## src/rtl/rejection_sampler_ctrl.sv

```systemverilog
// rejection_sampler_ctrl
//   Drives a combinational constraint checker with pseudo-random candidates.
//   A 64-bit xorshift PRNG builds each candidate one 64-bit chunk per cycle.
//   The checker's sat_i verdict is sampled for one cycle. Accepted candidates
//   are streamed out until n_req have been delivered. A run stops early with
//   fail_o when one sample is rejected MAX_TRIES times in a row.
//
// Ports
//   clk, rst_n    clock (rising edge), asynchronous active-low reset
//   start_i       one-cycle run request, honoured only while idle
//   seed_i        PRNG seed, latched on an accepted start (0 -> golden constant)
//   n_req_i       number of samples to produce, latched on an accepted start
//   cand_o        registered candidate presented to the checker
//   sat_i         checker verdict for cand_o, sampled only in the check cycle
//   out_valid     accepted sample available on out_data
//   out_ready     consumer accepts the sample
//   out_data      accepted sample (the current candidate)
//   busy_o        run in progress
//   done_o        one-cycle pulse at the end of a run
//   fail_o        last run hit the try limit; held until the next accepted start
//   dbg_state_o   current FSM state, for observation only
//   stat_tries_o  (SAMPLER_STATS_EN only) check cycles since the last start
//
// Configuration
//   SAMPLER_STATS_EN  when defined, adds the saturating stat_tries_o counter.
//
// Output handshake: out_data is valid while out_valid is high. A sample
// transfers on a rising edge where out_valid && out_ready. Once raised,
// out_valid and out_data stay stable until that transfer. out_valid is a
// register and does not depend combinationally on out_ready.

module rejection_sampler_ctrl #(
    parameter int CAND_W    = 779,
    parameter int MAX_TRIES = 1024,
    parameter int CNT_W     = 16
) (
    input  logic              clk,
    input  logic              rst_n,
    input  logic              start_i,
    input  logic [63:0]       seed_i,
    input  logic [CNT_W-1:0]  n_req_i,
    output logic [CAND_W-1:0] cand_o,
    input  logic              sat_i,
    output logic              out_valid,
    input  logic              out_ready,
    output logic [CAND_W-1:0] out_data,
    output logic              busy_o,
    output logic              done_o,
    output logic              fail_o,
    output logic [2:0]        dbg_state_o
`ifdef SAMPLER_STATS_EN
    ,
    output logic [31:0]       stat_tries_o
`endif
);

    localparam int NCHUNK  = (CAND_W + 63) / 64;
    localparam int FILL_W  = NCHUNK * 64;
    localparam int CHUNK_W = (NCHUNK > 1) ? $clog2(NCHUNK) : 1;
    localparam int TRY_W   = $clog2(MAX_TRIES + 1);

    localparam logic [CHUNK_W-1:0] LAST_CHUNK = CHUNK_W'(NCHUNK - 1);
    localparam logic [CHUNK_W-1:0] CHUNK_ONE  = CHUNK_W'(1);
    localparam logic [TRY_W-1:0]   TRY_LIMIT  = TRY_W'(MAX_TRIES);
    localparam logic [TRY_W-1:0]   TRY_ONE    = TRY_W'(1);
    localparam logic [CNT_W-1:0]   CNT_ONE    = CNT_W'(1);
    localparam logic [63:0]        GOLDEN     = 64'h9E3779B97F4A7C15;

    typedef enum logic [2:0] {
        S_IDLE  = 3'd0,
        S_FILL  = 3'd1,
        S_CHECK = 3'd2,
        S_EMIT  = 3'd3,
        S_DONE  = 3'd4
    } state_t;

    state_t             state_q;
    logic [63:0]        prng_q;
    logic [63:0]        prng_d;
    logic [FILL_W-1:0]  fill_q;
    logic [FILL_W-1:0]  fill_d;
    logic [CAND_W-1:0]  cand_q;
    logic [CHUNK_W-1:0] chunk_q;
    logic [TRY_W-1:0]   tries_q;
    logic [CNT_W-1:0]   accepts_q;
    logic [CNT_W-1:0]   n_req_q;
    logic               out_valid_q;
    logic               busy_q;
    logic               done_q;
    logic               fail_q;
    logic [63:0]        seed_init;

    assign seed_init = (seed_i == 64'd0) ? GOLDEN : seed_i;

    // One xorshift64 step, and the fill buffer with that step written as the
    // current chunk. The candidate is built in fill_q so that cand_o keeps
    // the previous candidate until the whole fill is complete.
    always_comb begin
        prng_d = prng_q;
        prng_d = prng_d ^ (prng_d << 13);
        prng_d = prng_d ^ (prng_d >> 7);
        prng_d = prng_d ^ (prng_d << 17);
        fill_d = fill_q;
        fill_d[{chunk_q, 6'b000000} +: 64] = prng_d;
    end

    always_ff @(posedge clk or negedge rst_n) begin
        if (!rst_n) begin
            state_q     <= S_IDLE;
            prng_q      <= '0;
            fill_q      <= '0;
            cand_q      <= '0;
            chunk_q     <= '0;
            tries_q     <= '0;
            accepts_q   <= '0;
            n_req_q     <= '0;
            out_valid_q <= 1'b0;
            busy_q      <= 1'b0;
            done_q      <= 1'b0;
            fail_q      <= 1'b0;
        end else begin
            done_q <= 1'b0;
            case (state_q)
                S_IDLE: begin
                    if (start_i) begin
                        prng_q    <= seed_init;
                        n_req_q   <= n_req_i;
                        accepts_q <= '0;
                        tries_q   <= '0;
                        chunk_q   <= '0;
                        fail_q    <= 1'b0;
                        busy_q    <= 1'b1;
                        state_q   <= (n_req_i == '0) ? S_DONE : S_FILL;
                    end
                end
                S_FILL: begin
                    prng_q <= prng_d;
                    fill_q <= fill_d;
                    if (chunk_q == LAST_CHUNK) begin
                        // Bits of the last chunk above CAND_W are dropped here.
                        cand_q  <= fill_d[CAND_W-1:0];
                        chunk_q <= '0;
                        state_q <= S_CHECK;
                    end else begin
                        chunk_q <= chunk_q + CHUNK_ONE;
                    end
                end
                S_CHECK: begin
                    if (sat_i) begin
                        tries_q     <= '0;
                        out_valid_q <= 1'b1;
                        state_q     <= S_EMIT;
                    end else if (tries_q + TRY_ONE == TRY_LIMIT) begin
                        tries_q <= '0;
                        fail_q  <= 1'b1;
                        state_q <= S_DONE;
                    end else begin
                        tries_q <= tries_q + TRY_ONE;
                        state_q <= S_FILL;
                    end
                end
                S_EMIT: begin
                    // PRNG and candidate are held here until the transfer.
                    if (out_ready) begin
                        out_valid_q <= 1'b0;
                        accepts_q   <= accepts_q + CNT_ONE;
                        state_q     <= (accepts_q + CNT_ONE == n_req_q) ? S_DONE : S_FILL;
                    end
                end
                S_DONE: begin
                    done_q  <= 1'b1;
                    busy_q  <= 1'b0;
                    state_q <= S_IDLE;
                end
                default: state_q <= S_IDLE;
            endcase
        end
    end

`ifdef SAMPLER_STATS_EN
    logic [31:0] stat_q;

    always_ff @(posedge clk or negedge rst_n) begin
        if (!rst_n) begin
            stat_q <= '0;
        end else if (state_q == S_IDLE && start_i) begin
            stat_q <= '0;
        end else if (state_q == S_CHECK && stat_q != 32'hFFFF_FFFF) begin
            stat_q <= stat_q + 32'd1;
        end
    end

    assign stat_tries_o = stat_q;
`endif

    assign cand_o      = cand_q;
    assign out_data    = cand_q;
    assign out_valid   = out_valid_q;
    assign busy_o      = busy_q;
    assign done_o      = done_q;
    assign fail_o      = fail_q;
    assign dbg_state_o = state_q;

endmodule
```

## config.mk

```make
export PLATFORM = sky130hd
export DESIGN_NAME = rejection_sampler_ctrl
export DESIGN_NICKNAME = d
export VERILOG_FILES = /design/src/rtl/rejection_sampler_ctrl.sv
export SDC_FILE = /design/constraint.sdc
export NUM_CORES = 2
export LEC_CHECK = 0
export ABC_AREA = 1
export CAP_MARGIN = 0
export CORE_AREA = 2 2 642 644
export DETAILED_ROUTE_END_ITERATION = 16
export DIE_AREA = 0 0 644 646
export PLACE_DENSITY = 0.38
export SYNTH_ARGS = -nofsm -noshare
export SYNTH_HDL_FRONTEND = slang
export SYNTH_SLANG_ARGS = --single-unit
```

## constraint.sdc

```tcl
create_clock -name clk -period 4.05 [get_ports clk]
set_clock_uncertainty 0.15 [all_clocks]
set_input_delay 1.0125 -clock clk [delete_from_list [all_inputs] [get_ports clk]]
set_output_delay 1.0125 -clock clk [all_outputs]
set_load 0.05 [all_outputs]
```

==> impl_metrics.ini <==
[status]
status = completed

[timing]
final-setup-viol-count = 0
timing.final.crit_period_ns = 3.70
worst_slew_pin_slew_ns = 1.17
hold_viol = 0
post-route-period-util_pct = 91.3
setup_tns_ns = 0
maxSlewHeadroom_pct = 21.4
slew_violations = 0
rsz0062_at_grt = false
max_freq_ghz = 0.270

[logic_synthesis]
synth_edf_count = 0
synth-main-ff-cell = dfrtp_1
synth_xor_area_share_pct = 1.28
avgSynthCellArea_sq_um = 8.58
ys_types = 35
synthMuxAreaShare_pct = 0
synth_compound_area_share_pct = 16.2
synth_top_family_by_area = compound AO/OA/AOI/OAI gates
yosys_warnings = 0
synth_cells = 8950
synth-adder-area-share_pct = 0.0815
synth-seq-cells = 1676
ys_async_sr_fraction_pct = 100
synth-simple-area-share_pct = 16.0
syn-num-nets = 9040
synth_seq_area_share_pct = 54.6
syn_area_sq_mm = 0.0768

[grt]
grt_max_degree = 241
track_usage_pct = 19.1
grt_pass1_vias = 62800
grt_remaining_overflow = 0
grt_pass1_wl_mm = 554
grt_antenna_before_repair = 80

[detailed_routing]
wire_per_inst_um = 26.7
dr.first_iter.drc_count = 5382
routed_wl_mm = 409
wl_met1_mm = 170
drtPass1Iterations = 6
antenna_left = 0
wl_met3_mm = 20.4
dr_wl_met2_mm = 204
drc = 0
top_layer_used = met5
num_vias = 64900
drt-vias-per-instance = 4.23

[clocking]
root_buffer = clkbuf_16
insertion_delay_ns = 0.92
numCtsBuffers = 210
clock-sinks = 1676
htreeDepth = 4
cts_tree = yes
clockBufferDepth = 4
clk_pin_slew_ns = 0.06
cts-resized-gates = 0

[setup_path]
required_ns = 2.89
r2r-start = chunk_q[0]$_DFFE_PN0P_
crit_buf_inv = 1
critical_path_class = flip-flop to output port
cp.depth = 1
worstReg2RegEnd = fill_q[717]$_DFFE_PN0P_
crit_slowest_cell = clkdlybuf4s50_1
cp.arrival_ns = 2.54
rr_worst_depth = 8
worstSetupEndpointType = output port
start_kind = flip-flop
critPathMaxStageDelay_ns = 0.97
r2r_setup_slack_ns = 0.57
critPathTopFamily = buffers and inverters
crit_chain = clkdlybuf4s50_1
path_max_fanout = 3

[worst_hold_path]
whs_endpoint = fill_q[334]$_DFFE_PN0P_
hold_depth = 2
hp-start = fill_q[334]$_DFFE_PN0P_
hold_path_class = flip-flop to flip-flop

[die]
die_w_um = 644
row_count = 235
initial_core_util_pct = 18.8
fp.dieH_um = 646
core-area_sq_mm = 0.409
dieArea_sq_mm = 0.416
num_io_pins = 1650

[cells_and_area]
drive_above_1_share_pct = 6.75
finalNetCount = 9799
syn_to_final_growth_pct = 32.5
fillers = 43800
mostFrequentLayoutCells = 2713 x nand2_1, 1854 x o21ai_0, 1675 x dfrtp_1
final_common_cell = nand2_1

[place]
port_buffers = 1649
gp_congestion = 0.838
dp_hpwl_mm = 309

[run]
cap_violations = 0
==> how the worst max path moves through the flow <==
stage / start / end / slack (ns)
floorplan: seed_i[30] / prng_q[15]$_DFFE_PN0P_ / 1.61
global placement: seed_i[47] / prng_q[59]$_DFFE_PN0P_ / -0.48
detailed placement: seed_i[47] / prng_q[54]$_DFFE_PN0P_ / -0.36
CTS: cand_o[577]$_DFFE_PN0P_ / out_data[577] / 0.19
global route: cand_o[577]$_DFFE_PN0P_ / out_data[577] / 0.21
finish: cand_o[577]$_DFFE_PN0P_ / out_data[577] / 0.35
==> through the flow <==
step | std cells | setup slack (ns) | cell area (sq um) | hold slack (ns) | utilization [%]
after global placement | 14900 | -0.478 | 94800 | 0.310 | 23.2
after detailed placement | 14900 | -0.359 | 94800 | 0.315 | 23.2
after CTS | 15300 | 0.187 | 102000 | 0.331 | 24.9
final | 15400 | 0.351 | 102000 | 0.327 | 24.9
after floorplan | 8950 | 1.61 | 76800 | 0.298 | -
after global routing | 15300 | 0.214 | 102000 | 0.339 | 24.9
==> metal layers <==
| metal | track usage, % | up-vias |
|---|---|---|
| met5 | 0 | - |
| li1 | - | 30200 |
| met3 | 3.29 | 481 |
| met1 | 23.6 | 32100 |
| met2 | 33.5 | 2055 |
| met4 | 5.97 | 10 |
==> worst reg2reg max path, stage by stage, from the launching register on <==
cell	delay [ns]
dfrtp_4	0.51
inv_1	0.21
ha_4	0.33
inv_4	0.30
buf_4	0.51
nand3_1	0.75
nand2_1	0.29
o21ai_0	0.13
o21ai_0	0.17
==> synthesized netlist by cell type (all sizes together) (13+ instances only) <==
library cell	instances	area (sq um)
a21oi	13	65.1
buf	947	6710
clkbuf	406	1520
dfrtp	1676	41900
inv	216	811
nand2	2716	10200
nand3	215	1080
nand4	26	163
nor2	106	403
nor3	39	220
o211ai	19	143
o21ai	2363	11800
o221ai	17	149
o22ai	37	231
or2	27	169
xnor2	65	569
xor2	41	415
==> repair_timing <==
action                                 in CTS  in global routing
endpoints found under the hold margin      11                  0
setup buffers                               0                  0
hold buffers                                1                  0
==> flip-flops by register name (all words and copies together), names as in the netlist <==
register	flops
accepts_q	16
cand_o	779
out_valid	1
done_o	1
chunk_q	4
tries_q	11
n_req_q	16
fill_q	779
dbg_state_o	3
prng_q	64
fail_o	1
busy_o	1
==> area by class of cell <==
cell class | count | area, sq um | share of cell area (%)
Sequential cell | 1676 | 41900 | 41.2
Multi-Input combinational cell | 5702 | 26100 | 25.6
Timing Repair Buffer | 1900 | 19100 | 18.8
Tap cell | 5451 | 6820 | 6.70
Clock buffer | 312 | 6150 | 6.04
Inverter | 219 | 835 | 0.820
Clock inverter | 68 | 733 | 0.721
Antenna cell | 27 | 67.6 | 0.0664
==> cells by family after synthesis <==
| logic type | count (synthesis) |
|---|---|
| and+or+nand+nor | 3140 |
| DFF | 1676 |
| adders and majority gates | 5 |
| buffers and inverters | 1572 |
| AOI/OAI and AO/OA | 2451 |
| xor gates and xnor gates | 106 |
Power is left out: the tool's default activity adds up to more than one toggle a clock period on the data nets, which glitch-free logic cannot reach.
